File: src/rtl/hazard_forward_unit_pkg.sv
`default_nettype none
// ============================================================================
// Module   : hazard_forward_unit_pkg
// Brief    : Shared select encodings and pipeline slot record for the
//            hazard / forwarding unit.
// Revision : 1.0 - initial release
// ============================================================================
package hazard_forward_unit_pkg;

   localparam int REG_ADDR_W = 5;

   localparam logic [1:0] FWD_DATA = 2'b00;
   localparam logic [1:0] FWD_EX   = 2'b01;
   localparam logic [1:0] FWD_MEM  = 2'b10;

   typedef struct packed {
      logic                  valid;
      logic [REG_ADDR_W-1:0] rd;
      logic                  reg_write;
      logic                  mem_read;
   } slot_t;

endpackage
`default_nettype wire

File: src/rtl/hazard_forward_unit_fwd_operand_cmp.sv
`default_nettype none
// ============================================================================
// Module   : fwd_operand_cmp
// Brief    : Bypass select for one EX-stage operand; the younger EX slot
//            takes priority over the MEM slot, register 0 is never bypassed.
// Revision : 1.0 - initial release
// ============================================================================
module fwd_operand_cmp
   import hazard_forward_unit_pkg::*;
#(
   parameter int REG_ADDR_W = 5
) (
   input  logic [REG_ADDR_W-1:0] src,
   input  logic                  src_used,
   input  logic                  ex_valid,
   input  logic                  ex_reg_write,
   input  logic [REG_ADDR_W-1:0] ex_rd,
   input  logic                  mem_valid,
   input  logic                  mem_reg_write,
   input  logic [REG_ADDR_W-1:0] mem_rd,
   output logic [1:0]            sel
);

   logic w_ex_hit;
   logic w_mem_hit;

   assign w_ex_hit  = src_used && ex_valid && ex_reg_write
                      && (ex_rd != '0) && (ex_rd == src);
   assign w_mem_hit = src_used && mem_valid && mem_reg_write
                      && (mem_rd != '0) && (mem_rd == src);

   always_comb begin
      sel = FWD_DATA;
      if (w_ex_hit)
         sel = FWD_EX;
      else if (w_mem_hit)
         sel = FWD_MEM;
   end

endmodule
`default_nettype wire

File: src/rtl/hazard_forward_unit.sv
`default_nettype none
// ============================================================================
// Module   : hazard_forward_unit
// Brief    : Load-use stall detection and registered EX operand bypass select
//            for a 5-stage pipeline, tracking the EX and MEM slots.
// Revision : 1.0 - initial release
// ============================================================================
module hazard_forward_unit
   import hazard_forward_unit_pkg::*;
#(
   parameter int REG_ADDR_W  = 5,
   parameter int STALL_CNT_W = 16
) (
   input  logic                   clk,
   input  logic                   rst_n,
   input  logic                   id_valid,
   input  logic [REG_ADDR_W-1:0]  id_rs,
   input  logic [REG_ADDR_W-1:0]  id_rt,
   input  logic                   id_use_rs,
   input  logic                   id_use_rt,
   input  logic [REG_ADDR_W-1:0]  id_rd,
   input  logic                   id_reg_write,
   input  logic                   id_mem_read,
   input  logic                   hold_in,
   output logic [1:0]             fwd_a_sel,
   output logic [1:0]             fwd_b_sel,
   output logic                   stall,
   output logic                   bubble_ex,
   output logic [STALL_CNT_W-1:0] stall_count
);

   localparam slot_t c_slot_empty = '0;

   slot_t                  r_ex;
   slot_t                  r_mem;
   logic [1:0]             r_fwd_a_sel;
   logic [1:0]             r_fwd_b_sel;
   logic                   r_bubble_ex;
   logic [STALL_CNT_W-1:0] r_stall_count;

   logic                   w_stall;
   logic [1:0]             w_sel_a;
   logic [1:0]             w_sel_b;
   slot_t                  w_id_slot;

   // Only a load in EX can't be bypassed in time; everything else forwards.
   assign w_stall = id_valid && r_ex.valid && r_ex.mem_read && r_ex.reg_write
                    && (r_ex.rd != '0)
                    && ((id_use_rs && (id_rs == r_ex.rd))
                        || (id_use_rt && (id_rt == r_ex.rd)));

   assign w_id_slot.valid     = id_valid;
   assign w_id_slot.rd        = id_rd;
   assign w_id_slot.reg_write = id_reg_write;
   assign w_id_slot.mem_read  = id_mem_read;

   fwd_operand_cmp #(.REG_ADDR_W(REG_ADDR_W)) u_cmp_rs (
      .src           (id_rs),
      .src_used      (id_use_rs),
      .ex_valid      (r_ex.valid),
      .ex_reg_write  (r_ex.reg_write),
      .ex_rd         (r_ex.rd),
      .mem_valid     (r_mem.valid),
      .mem_reg_write (r_mem.reg_write),
      .mem_rd        (r_mem.rd),
      .sel           (w_sel_a)
   );

   fwd_operand_cmp #(.REG_ADDR_W(REG_ADDR_W)) u_cmp_rt (
      .src           (id_rt),
      .src_used      (id_use_rt),
      .ex_valid      (r_ex.valid),
      .ex_reg_write  (r_ex.reg_write),
      .ex_rd         (r_ex.rd),
      .mem_valid     (r_mem.valid),
      .mem_reg_write (r_mem.reg_write),
      .mem_rd        (r_mem.rd),
      .sel           (w_sel_b)
   );

   always_ff @(posedge clk or negedge rst_n) begin
      if (!rst_n) begin
         r_ex          <= c_slot_empty;
         r_mem         <= c_slot_empty;
         r_fwd_a_sel   <= FWD_DATA;
         r_fwd_b_sel   <= FWD_DATA;
         r_bubble_ex   <= 1'b1;
         r_stall_count <= '0;
      end else if (!hold_in) begin
         r_mem <= r_ex;
         if (w_stall) begin
            r_ex        <= c_slot_empty;
            r_fwd_a_sel <= FWD_DATA;
            r_fwd_b_sel <= FWD_DATA;
            r_bubble_ex <= 1'b1;
            if (r_stall_count != '1)
               r_stall_count <= r_stall_count + 1'b1;
         end else begin
            r_ex        <= w_id_slot;
            r_fwd_a_sel <= w_sel_a;
            r_fwd_b_sel <= w_sel_b;
            r_bubble_ex <= !id_valid;
         end
      end
   end

   assign fwd_a_sel   = r_fwd_a_sel;
   assign fwd_b_sel   = r_fwd_b_sel;
   assign stall       = w_stall;
   assign bubble_ex   = r_bubble_ex;
   assign stall_count = r_stall_count;

endmodule
`default_nettype wire

File: config.mk
export PLATFORM = sky130hd
export DESIGN_NAME = hazard_forward_unit
export DESIGN_NICKNAME = d
export VERILOG_FILES = /design/src/rtl/hazard_forward_unit_pkg.sv /design/src/rtl/hazard_forward_unit_fwd_operand_cmp.sv /design/src/rtl/hazard_forward_unit.sv
export SDC_FILE = /design/constraint.sdc
export NUM_CORES = 1
export LEC_CHECK = 0
export CORE_UTILIZATION = 50
export DETAILED_ROUTE_END_ITERATION = 7
export GPL_ROUTABILITY_DRIVEN = 0
export PLACE_DENSITY = 0.8
export SLEW_MARGIN = 20
export SYNTH_ARGS = -nofsm -noshare
export SYNTH_HDL_FRONTEND = slang
export SYNTH_SLANG_ARGS = --single-unit
export TNS_END_PERCENT = 1
File: constraint.sdc
create_clock -name clk -period 2.3 [get_ports clk]
set_clock_uncertainty 0.1 [all_clocks]
set_input_delay 0.23 -clock clk [delete_from_list [all_inputs] [get_ports clk]]
set_output_delay 0.23 -clock clk [all_outputs]
set_load 0.02 [all_outputs]
-- Word-level counts from Yosys, hierarchy flattened
Index checks and enable logic that the tools add are counted.
Widths: inputs -> output; s select.
- bits in registers: 36
- bits of input ports: 23
- output and inout port bits: 22
- logic and storage cells: 56
- add/sub/neg operators: 1
- eq/ne operators: 7
- multiplexer cells: 8
- bitwise gates (word level): 1
- reductions and logical operators: 28
- operators with widths (operator ; count):
    $eq 5x5->1 ; 6
    $logic_and 1x1->1 ; 23
    $add 16x1->16 const B ; 1
    $ne 16x16->1 const B ; 1
    $mux 2 ; 6
    $reduce_bool 5->1 ; 2
    $mux 8 ; 1
    $reduce_and 3->1 ; 1
    $logic_not 1->1 ; 1
    $logic_or 1x1->1 ; 1
    $mux 1 ; 1
    $not 1->1 ; 1

-- Depth between registers and ports, before layout
- depth after elaboration: 7
- depth in mapped cells: 7

-- By module
A second synthesis with hierarchy kept.
- cells, all modules: 200
- area total of the unflattened synthesis: 2117.0 µm²
- by module, submodules not included (module ; instances ; cells an instance ; area each (µm²) ; sequential area each (µm²)):
    hazard_forward_unit ; 1 ; 158 ; 1796.7 ; 902.1
    fwd_operand_cmp ; 2 ; 21 ; 160.2 ; 0.0

-- Worst setup path before layout
No wires, ideal clock.
- path type: register to register
- start: reg r_stall_count[0] (netlist: stall_count[0])
- end: reg r_stall_count[14] (netlist: stall_count[14])
- library setup time: 0.125 ns
- arrival time: 1.957 ns
- required time: 2.075 ns
- path slack: 0.118 ns
- cell stages (with the launch flop): 7
- period minus slack after synthesis: 2.182 ns
- cells stage by stage: dfrtp_1 > ha_1 > and2_1 > nand2_1 > or4_1 > nor3_1 > mux2_2
- longest elaborated chain between the ends: 2
- RTL lines (item ; line ; source):
    from (decl) ; hazard_forward_unit.sv:39 ; logic [STALL_CNT_W-1:0] r_stall_count;
    from (signal assigned) ; hazard_forward_unit.sv:97 ; r_stall_count <= r_stall_count + 1'b1;
    branches (longest 2 deep; another with $add 16x1->16) ; - ;
Parallel ways; which one is timed is not known.
A chain may end at the register's enable or synchronous reset.

-- Worst setup path in the final report
- start: reg r_ex[5] (netlist name)
- end: reg r_stall_count[4] (netlist: stall_count[4])
- longest elaborated chain between the ends: 5
- RTL lines (item ; line ; source):
    from (decl) ; hazard_forward_unit.sv:34 ; slot_t r_ex;
    from (signal assigned) ; hazard_forward_unit.sv:83 ; r_ex <= c_slot_empty;
    from (signal assigned) ; hazard_forward_unit.sv:92 ; r_ex <= c_slot_empty;
    from (signal assigned) ; hazard_forward_unit.sv:99 ; r_ex <= w_id_slot;
    $eq 5x5->1, on equally long branches ; hazard_forward_unit.sv:49, hazard_forward_unit.sv:50 ;
    $logic_and 1x1->1, on equally long branches ; hazard_forward_unit.sv:49, hazard_forward_unit.sv:50 ;
    $logic_or 1x1->1 ; hazard_forward_unit.sv:50 ; || (id_use_rt && (id_rt == r_ex.rd)));
    $logic_and 1x1->1 * ; hazard_forward_unit.sv:49 ; && ((id_use_rs && (id_rs == r_ex.rd))
    $reduce_and 3->1 (no line) * ; - ;
Mark *: on every way between the ends. The rest lies on a longest branch, timed or not.

==> summary.md <==
| Metric | Value |
|---|---|
| GR Util All Layers | `24.3%` |
| Avg Inst Size Synth | `10.5 sq um` |
| Largest cells by area after synthesis | `dfrtp_1, xor2_1, mux2_2` |
| Htree depth | `2` |
| Ys async rst share | `100%` |
| CTS Buffer Depth | `2` |
| Fill count | `277` |
| Final core occ | `76.8%` |
| Hold Path Class | `primary input to async pin` |
| Nets@finish | `292` |
| Vias | `1,786` |
| Clk_lat worst skew | `280 ps` |
| CTS sink cnt | `36` |
| Post-synth EDFFs | `0` |
| LEAKAGE | `1.26 nW` |
| Critical Path Fanout Max | `5` |
| Final TNS setup | `0 ps` |
| Final setup fails | `0` |
| Initial antenna violation count | `0` |
| Slowest Stage Delay on Critical Path | `540 ps` |
| Yosys top cell area share | `44.0%` |
| Row count | `22` |
| Final Hold Viols | `0` |
| F_max | `0.445 GHz` |
| Synth Net Count | `214` |
| Total Wirelength | `5.09 mm` |
| Crit share post-route | `97.7%` |
| Number of routed nets with antenna violations | `0` |
| First-pass detailed-route iteration total | `4` |
| DIE HEIGHT | `65.1 microns` |
| RSZ-0062 raised after global routing | `true` |
| Routed vias/inst | `5.63` |
| Num CTS Buffers | `5` |
| Worst relative slew slack | `69.9%` |
| First-pass GRT wire length | `7.66 mm` |
| Synthesized area | `1990 sq um` |
| Area leader, netlist | `dfrtp_1` |
| # IOs | `45` |
| Starting Density | `53.2%` |
| Critical path arrival | `2310 ps` |
| Commonest cells post-synth | `dfrtp_1, xor2_1, o21ai_0` |
| CTS tree | `done` |
| Core area | `3740 sq um` |
| WS Path Type | `flop to flop` |
| Vias in the first global route | `1,639` |
| Clk slew on worst S/H paths | `70 ps` |
| Worst setup margin | `52.5 ps` |
| IO Port Bufs | `44` |
| Period minus WS final | `2250 ps` |
| # DRC | `0` |
| Die area | `4240 sq um` |
| DRT iter0 DRCs | `130` |
| Fraction of layout cells with a size suffix above 1 | `26.4%` |
| Max-Cap Viols | `0` |
| Routed len/inst | `16.0 microns` |
| Largest net degree at the start of global routing | `38` |
| N_diodes | `0` |
| Grt total ovfl | `0` |
| Worst-margin pin slew | `451 ps` |
| CTS Root Cell | `clkbuf_8` |
| Post-synth top flop | `dfrtp_1` |
| Sequential area share after synthesis | `45.3%` |
| Required time of the critical path | `2360 ps` |
| Area delta synth->final | `44.4%` |
| Cell count after synthesis | `190` |
| DIE WIDTH | `65.1 microns` |
| Slew Viols, Final | `0` |
| Slowest cell on the critical path | `or4_4` |
| Worst-path cell chain | `buf_4 -> or4_4 -> o21ai_4 -> buf_6 -> buf_4 -> or2_4 -> buf_6 -> nor4_1 -> xor2_1` |
| Top-count cell post-synth | `dfrtp_1` |
| CP startpoint kind | `flop` |
| Distinct cell type count after synthesis | `37` |
| Worst VDD drop | `0.000388 V` |
| P per Cell Area | `494 nW/um^2` |
| Total power | `1.42 mW` |
| Pre-CTS setup slack | `-434 ps` |
| Synth warn | `0` |
| Seq cells post-synth | `36` |
| Post-DP HPWL | `3.36 mm` |
| Worst setup EP type | `flop` |
| Status | `complete, no violations` |
[registers in the layout, indices dropped and copies added (netlist names)]
name	cells
stall_count	16
r_ex	8
fwd_a_sel	2
r_mem	7
bubble_ex	1
fwd_b_sel	2
[cells in the final DEF, fill, tap and decap left out, drive strengths merged]
master	n
or3	1
clkinv	2
o2111ai	3
o21ai	19
a31oi	1
ha	1
o31ai	2
a31o	1
xnor2	5
o211ai	1
nand3	6
nor3	5
and4	2
and2	3
buf	36
xor2	27
a32oi	1
nand2	17
nand4	6
or2	2
nor2	4
nor4	14
clkbuf	6
inv	4
dfstp	1
or4	3
mux2	11
nand2b	1
dfrtp	35
o311ai	2
clkdlybuf4s50	43
nor4b	2
a21o	1
o2111a	1
[where the power goes]
part           switching [mW]  total [mW]  internal, mW
combinational           0.121       0.256         0.135
clock                   0.221       0.460         0.239
sequential             0.0389       0.705         0.666
[kinds of logic after synthesis]
logic type	share of synthesized area (%)
fa+ha+maj	0.628
flops	45.3
simple gates	19.5
buf+inv	3.08
mux	6.22
xor+xnor	14.1
compound gates	11.2
[final timing paths]
kind	start	endpoint	slack, ps	depth (start not counted)
max in group asynchronous	rst_n	bubble_ex	1500	2
worst max register to register	r_ex[5]	stall_count[4]	50	9
min in group clk	fwd_a_sel[0]	fwd_a_sel[0]	380	2
worst min-delay path	rst_n	stall_count[0]	260	2
worst min register to register	fwd_a_sel[0]	fwd_a_sel[0]	380	2
worst max-delay path	r_ex[5]	stall_count[4]	50	9
[what timing repair did]
action | 4_1_cts | 5_1_grt
hold buffers | 0 | 0
setup endpoints to repair | 3 | 11
cloned | 0 | 2
pin swaps | 3 | 5
setup buffers | 2 | 4
resized for setup | 4 | 18
[stage by stage]
step	hold WS, ps	instances	instance area (sq um)
finish	258	317	2880
global route	302	317	2880
global placement	363	301	2650
floorplan	-166	190	1990
CTS	272	311	2750
detailed placement	372	301	2650
[worst max-delay path, delay by kind of cell (launching register included)]
family	cells	cell delay, ps
flip-flops	1	420
buffers and inverters	4	550
AO/OA/AOI/OAI	1	160
XOR/XNOR	1	160
AND/OR/NAND/NOR	3	740
[per-layer routing]
| metal | up-vias | share of wire [%] | global-route usage [%] |
|---|---|---|---|
| met5 | - | 0 | 0 |
| met4 | 0 | 1.6 | 10.1 |
| met3 | 9 | 3.5 | 5.38 |
| met2 | 45 | 49 | 39.3 |
| met1 | 879 | 46 | 31.6 |
| li1 | 853 | - | - |
[layout make-up]
class	instances	area [sq um]	area share, %
Multi-Input combinational cell	142	1090	38.0
Sequential cell	36	902	31.4
Timing Repair Buffer	79	714	24.8
Clock buffer	6	82.6	2.87
Tap cell	48	60.1	2.09
Inverter	4	15.0	0.522
Clock inverter	2	10.0	0.348
Note: power is estimated with default switching activity, not from simulation.
